--- config.mk ---
export PLATFORM = sky130hd
export DESIGN_NAME = id_ex_pipe
export DESIGN_NICKNAME = d
export VERILOG_FILES = /design/src/rtl/pipe_pkg.sv /design/src/rtl/load_use_detect.sv /design/src/rtl/id_ex_pipe.sv
export SDC_FILE = /design/constraint.sdc
export NUM_CORES = 1
export LEC_CHECK = 0
export CAP_MARGIN = 20
export CORE_AREA = 2 2 128 130
export CTS_CLUSTER_DIAMETER = 40
export DETAILED_ROUTE_END_ITERATION = 6
export DIE_AREA = 0 0 130 132
export DONT_BUFFER_PORTS = 1
export PLACE_DENSITY = 0.64
export SLEW_MARGIN = 20
export SYNTH_ARGS = -nofsm -noshare
export SYNTH_HDL_FRONTEND = slang
export SYNTH_HIERARCHICAL = 1
export SYNTH_SLANG_ARGS = --single-unit
--- constraint.sdc ---
create_clock -name clock -period 12.1 [get_ports clock]
set_input_delay 2.42 -clock clock [delete_from_list [all_inputs] [get_ports clock]]
set_output_delay 2.42 -clock clock [all_outputs]
set_load 0.02 [all_outputs]
--- src/rtl/pipe_pkg.sv ---
`default_nettype none
// ============================================================================
//  Module   : pipe_pkg
//  Brief    : Shared pipeline control types and default widths.
//  Revision : 1.0
// ============================================================================
package pipe_pkg;

    localparam int XLEN    = 32;
    localparam int REG_AW  = 5;
    localparam int ALUOP_W = 6;

    typedef struct packed {
        logic               pcsrc;
        logic               alusrc;
        logic               memtoreg;
        logic               we;
        logic               reg_en;
        logic               br;
        logic [ALUOP_W-1:0] aluop;
    } ctrl_t;

    localparam ctrl_t BUBBLE_CTRL = '0;

    // Side-effecting controls must not leak out of an invalid ID slot.
    function automatic ctrl_t gate_ctrl(input ctrl_t c, input logic valid);
        ctrl_t g;
        g          = c;
        g.pcsrc    = c.pcsrc    & valid;
        g.memtoreg = c.memtoreg & valid;
        g.we       = c.we       & valid;
        g.reg_en   = c.reg_en   & valid;
        g.br       = c.br       & valid;
        return g;
    endfunction

endpackage
`default_nettype wire

--- src/rtl/load_use_detect.sv ---
`default_nettype none
// ============================================================================
//  Module   : load_use_detect
//  Brief    : Combinational load-use comparator between EX and ID.
//  Revision : 1.0
// ============================================================================
module load_use_detect #(
    parameter int REG_AW = 5
) (
    input  logic              ex_valid_i,
    input  logic              ex_memtoreg_i,
    input  logic              ex_reg_en_i,
    input  logic [REG_AW-1:0] ex_rd_i,
    input  logic              id_valid_i,
    input  logic [REG_AW-1:0] rs1_i,
    input  logic              rs1_used_i,
    input  logic [REG_AW-1:0] rs2_i,
    input  logic              rs2_used_i,
    output logic              load_use_o
);

    logic ex_is_load;
    logic src_match;

    // x0 is hardwired, so a load targeting it never produces a dependency.
    assign ex_is_load = ex_valid_i & ex_memtoreg_i & ex_reg_en_i & (ex_rd_i != '0);
    assign src_match  = (rs1_used_i & (rs1_i == ex_rd_i)) |
                        (rs2_used_i & (rs2_i == ex_rd_i));
    assign load_use_o = ex_is_load & id_valid_i & src_match;

endmodule
`default_nettype wire

--- src/rtl/id_ex_pipe.sv ---
`default_nettype none
// ============================================================================
//  Module   : id_ex_pipe
//  Brief    : ID/EX pipeline register with stall, flush, load-use bubble.
//  Revision : 1.0
// ============================================================================
module id_ex_pipe #(
    parameter int XLEN    = 32,
    parameter int REG_AW  = 5,
    parameter int ALUOP_W = 6,
    parameter int CNT_W   = 16
) (
    input  logic               clock,
    input  logic               reset,
    input  logic               valid_in,
    input  logic [XLEN-1:0]    data_in_1,
    input  logic [XLEN-1:0]    data_in_2,
    input  logic [REG_AW-1:0]  rs1_in,
    input  logic [REG_AW-1:0]  rs2_in,
    input  logic               rs1_used_in,
    input  logic               rs2_used_in,
    input  logic [REG_AW-1:0]  rd_in,
    input  logic [XLEN-1:0]    imm_in,
    input  logic [XLEN-1:0]    pipe_pc_in,
    input  logic               pcsrc_in,
    input  logic               alusrc_in,
    input  logic               memtoreg_in,
    input  logic               we_in,
    input  logic               reg_en_in,
    input  logic               br_in,
    input  logic [ALUOP_W-1:0] aluop_in,
    input  logic               stall_in,
    input  logic               flush_in,
    output logic               valid_out,
    output logic [XLEN-1:0]    data_out_1,
    output logic [XLEN-1:0]    data_out_2,
    output logic [XLEN-1:0]    imm_out,
    output logic [XLEN-1:0]    pipe_pc_out,
    output logic [REG_AW-1:0]  rs1_out,
    output logic [REG_AW-1:0]  rs2_out,
    output logic [REG_AW-1:0]  rd_out,
    output logic               pcsrc_out,
    output logic               alusrc_out,
    output logic               memtoreg_out,
    output logic               we_out,
    output logic               reg_en_out,
    output logic               br_out,
    output logic [ALUOP_W-1:0] aluop_out,
    output logic               hazard_stall,
    output logic [CNT_W-1:0]   bubble_count
);
    import pipe_pkg::*;

    localparam logic [CNT_W-1:0] CNT_MAX = '1;

    logic              valid_q, valid_d;
    logic [XLEN-1:0]   data1_q, data1_d, data2_q, data2_d;
    logic [XLEN-1:0]   imm_q, imm_d, pc_q, pc_d;
    logic [REG_AW-1:0] rs1_q, rs1_d, rs2_q, rs2_d, rd_q, rd_d;
    ctrl_t             ctrl_q, ctrl_d;
    logic [CNT_W-1:0]  cnt_q, cnt_d;

    ctrl_t ctrl_in;
    logic  load_use;
    logic  take_bubble;

    assign ctrl_in = {pcsrc_in, alusrc_in, memtoreg_in, we_in, reg_en_in, br_in, aluop_in};

    load_use_detect #(
        .REG_AW (REG_AW)
    ) u_load_use_detect (
        .ex_valid_i    (valid_q),
        .ex_memtoreg_i (ctrl_q.memtoreg),
        .ex_reg_en_i   (ctrl_q.reg_en),
        .ex_rd_i       (rd_q),
        .id_valid_i    (valid_in),
        .rs1_i         (rs1_in),
        .rs1_used_i    (rs1_used_in),
        .rs2_i         (rs2_in),
        .rs2_used_i    (rs2_used_in),
        .load_use_o    (load_use)
    );

    // A flush kills the EX occupant, so there is nothing left to wait for.
    assign hazard_stall = load_use & ~flush_in;
    assign take_bubble  = flush_in | (~stall_in & load_use);

    always_comb begin
        valid_d = valid_q;
        data1_d = data1_q;
        data2_d = data2_q;
        imm_d   = imm_q;
        pc_d    = pc_q;
        rs1_d   = rs1_q;
        rs2_d   = rs2_q;
        rd_d    = rd_q;
        ctrl_d  = ctrl_q;
        cnt_d   = cnt_q;

        if (take_bubble) begin
            valid_d = 1'b0;
            data1_d = '0;
            data2_d = '0;
            imm_d   = '0;
            pc_d    = '0;
            rs1_d   = '0;
            rs2_d   = '0;
            rd_d    = '0;
            ctrl_d  = BUBBLE_CTRL;
        end else if (!stall_in) begin
            valid_d = valid_in;
            data1_d = data_in_1;
            data2_d = data_in_2;
            imm_d   = imm_in;
            pc_d    = pipe_pc_in;
            rs1_d   = rs1_in;
            rs2_d   = rs2_in;
            rd_d    = rd_in;
            ctrl_d  = gate_ctrl(ctrl_in, valid_in);
        end

        // Only hazard bubbles count; flush and stall cycles are not performance loss here.
        if (!flush_in && !stall_in && load_use && (cnt_q != CNT_MAX)) begin
            cnt_d = cnt_q + 1'b1;
        end
    end

    always_ff @(posedge clock or posedge reset) begin
        if (reset) begin
            valid_q <= 1'b0;
            data1_q <= '0;
            data2_q <= '0;
            imm_q   <= '0;
            pc_q    <= '0;
            rs1_q   <= '0;
            rs2_q   <= '0;
            rd_q    <= '0;
            ctrl_q  <= BUBBLE_CTRL;
            cnt_q   <= '0;
        end else begin
            valid_q <= valid_d;
            data1_q <= data1_d;
            data2_q <= data2_d;
            imm_q   <= imm_d;
            pc_q    <= pc_d;
            rs1_q   <= rs1_d;
            rs2_q   <= rs2_d;
            rd_q    <= rd_d;
            ctrl_q  <= ctrl_d;
            cnt_q   <= cnt_d;
        end
    end

    assign valid_out    = valid_q;
    assign data_out_1   = data1_q;
    assign data_out_2   = data2_q;
    assign imm_out      = imm_q;
    assign pipe_pc_out  = pc_q;
    assign rs1_out      = rs1_q;
    assign rs2_out      = rs2_q;
    assign rd_out       = rd_q;
    assign pcsrc_out    = ctrl_q.pcsrc;
    assign alusrc_out   = ctrl_q.alusrc;
    assign memtoreg_out = ctrl_q.memtoreg;
    assign we_out       = ctrl_q.we;
    assign reg_en_out   = ctrl_q.reg_en;
    assign br_out       = ctrl_q.br;
    assign aluop_out    = ctrl_q.aluop;
    assign bubble_count = cnt_q;

endmodule
`default_nettype wire

==> flow_metrics.tcl <==
set metrics [dict create \
    status "completed" \
    hp-class "reg -> reg" \
    period_share 0.519 \
    start_util 0.403 \
    fin_skew_ns 0.00796 \
    max_slew.worst_pin.slew_ns 0.925 \
    die_h_um 132 \
    hold_depth 1 \
    power_density_nw_per_um2 176 \
    seq_area_um2 4300 \
    max_stage_delay_ns 0.46 \
    synthTopCellsByArea "dfrtp_1, a22o_1, xor2_1, clkbuf_1, xnor2_1" \
    cts_setup_buffers 0 \
    hold_viol 0 \
    cts_root_buf "clkbuf_16" \
    drc 0 \
    worstPathRequired_ns 9.68 \
    cts_made_buffers 17 \
    cts_buffer_depth 2 \
    cp_max_fo 4 \
    post_synth.cell_area_avg_um2 14.5 \
    cts_tree "done" \
    final_nets 589 \
    area_growth_pct 12.0 \
    final_cells 655 \
    setup_violations 0 \
    criticalPathCategory "in -> out" \
    drt_iter0_markers 213 \
    cp-start-kind "input pin" \
    drt-total-wl_mm 15.8 \
    syn_nets 600 \
    clk_pin_slew_ns 0.06 \
    hold_buffers 0 \
    clock-sinks 172 \
    fin_crit_ns 6.28 \
    dpl.hpwl_mm 11.0 \
    syn_inst 437 \
    dieArea_um2 17200 \
    overflow 0 \
    n_antenna_cell 0 \
    grt_pass1_wl_mm 23.7 \
    slew-limit-headroom 0.384 \
    yosysUniqueCellTypes 29 \
    rsz0062_at_grt "false" \
    power.leakage_uw 0.00332 \
    cpMaxStageDelayCell "nor2b_1" \
    yosysTopAreaCell "dfrtp_1" \
    fin_setup_tns_ns 0 \
    synth.cell_area_um2 6340 \
    fill_cells 1417 \
    core_um2 15700 \
    clock_latency_ns 0.42 \
    floorplan.die.width_um 130 \
    fmax_ghz 0.159 \
    grt_usage 0.181 \
    endpoint_kind "output pin" \
    drt_first_pass_iters 5 \
    wire_per_inst_um 24.1 \
    r2r_cells 8 \
    grt_max_degree 97 \
    max-cap-violations 0 \
    viasPerCell 6.05 \
    port_buffers 0 \
    drt.antenna.violating_nets 0 \
    gp_congestion 0.796 \
    synth-seq-area-share 0.679 \
    whs_ns 0.647 \
    whs_endpoint "data_out_1[15]" \
    r2r-start "rd_out[4]" \
    numPlacedInstances 623 \
    multi_input_area_um2 1910 \
    htree_levels 4 \
    hp-start "data_out_1[15]" \
    antenna_found_initial 0 \
    peakVddDrop_uv 105 \
    worstPathCellList "xor2_1, nor4_1, nand3_1, a221oi_2, nor2b_1" \
    yosys_register_bits 172 \
    ys_warn_count 6 \
    cts_resized 0 \
    arrival_ns 3.86 \
    grt_pass1_vias 4105 \
    netlist.area_leader.share 0.679 \
    dr_total_vias 3961 \
    drv_slew 0 \
    drive_gt1_frac 0.0957 \
    rrSetupSlack_ns 8.87 \
    rows 46 \
    io_pins 335 \
    power_uw 1250 \
    worstReg2RegEnd "bubble_count[15]" \
]
==> per-stage QoR <==
stage | cell area, um2 | utilization | setup WS (ns)
2_1_floorplan | 6340 | - | 5.02
3_3_place_gp | 6530 | 0.416 | 5.87
3_5_place_dp | 6530 | 0.416 | 5.85
4_1_cts | 7100 | 0.452 | 5.84
5_1_grt | 7100 | 0.452 | 5.66
6_report | 7100 | 0.452 | 5.82
==> final cells by class <==
| type | instances | area share |
|---|---|---|
| flip-flops and latches | 172 | 0.606 |
| multi-input cells | 228 | 0.269 |
| clock buffers | 19 | 0.0610 |
| well taps | 216 | 0.0381 |
| clock inverters | 13 | 0.0187 |
| repair buffers | 5 | 0.00529 |
| inverters | 2 | 0.00176 |
==> logic make-up after synthesis <==
family / synth area share
flops: 0.679
buf+inv: 0.0219
mux: 0.00178
xor+xnor: 0.0304
simple gates: 0.0381
fa+ha+maj: 0.00197
compound gates: 0.227
==> placed cells by master, fill, tap and decap left out, types with 5 or more instances in the layout <==
master     instances
nand3_1            5
a32o_1             5
dfrtp_1          172
nor4_1             5
a22o_1           151
nand4_1            9
inv_6              6
buf_4              5
clkbuf_16         17
xnor2_1            8
xor2_1            14
==> flip-flops by register name, summed over array words and instances (netlist names) <==
register,flops
reg_en_out,1
rs1_out,5
rs2_out,5
br_out,1
valid_out,1
data_out_1,32
aluop_out,6
pipe_pc_out,32
we_out,1
rd_out,5
imm_out,32
alusrc_out,1
bubble_count,16
memtoreg_out,1
pcsrc_out,1
data_out_2,32
==> routing by layer <==
layer  GRT usage  routed length [um]
met5           0                   0
met4      0.0729                 396
met3      0.0755                1530
met2       0.288                7810
met1       0.218                6040
==> worst max-delay path: cells and delay by family <==
family                    cells  cell delay (ns)
and+or+nand+nor               3             0.95
xor gates and xnor gates      1             0.13
AOI/OAI and AO/OA             1             0.36
==> report_power, final <==
group	total (uW)	leakage, uW	internal [uW]	switching (uW)
logic	61.2	0.000748	26.2	35.0
clock network	524	0.000275	289	235
registers	666	0.00229	603	62.2
==> synthesized netlist by cell type, drive strengths merged <==
cell / count
a32o: 5
mux2: 1
xor2: 14
nor4b: 1
xnor2: 8
nor3: 5
nor2b: 3
dfrtp: 172
ha: 1
a22o: 151
clkbuf: 28
and3: 1
nor4: 5
buf: 7
and4bb: 1
nand4: 9
o21a: 2
or3: 1
a41oi: 1
nor2: 4
nand2: 4
nand3: 5
inv: 2
or3b: 1
o41a: 1
a221oi: 1
nor3b: 1
a31oi: 1
o211ai: 1
==> how the worst max path moves through the flow <==
stage	startpoint	end	slack, ns
after floorplan	reset	aluop_out[0]	5.02
after global placement	rs1_in[4]	hazard_stall	5.87
after detailed placement	rs1_in[4]	hazard_stall	5.85
after CTS	rs1_in[4]	hazard_stall	5.84
after global routing	rs1_in[2]	hazard_stall	5.66
final	rs1_in[2]	hazard_stall	5.82
Note: power is estimated with default switching activity, not from simulation.
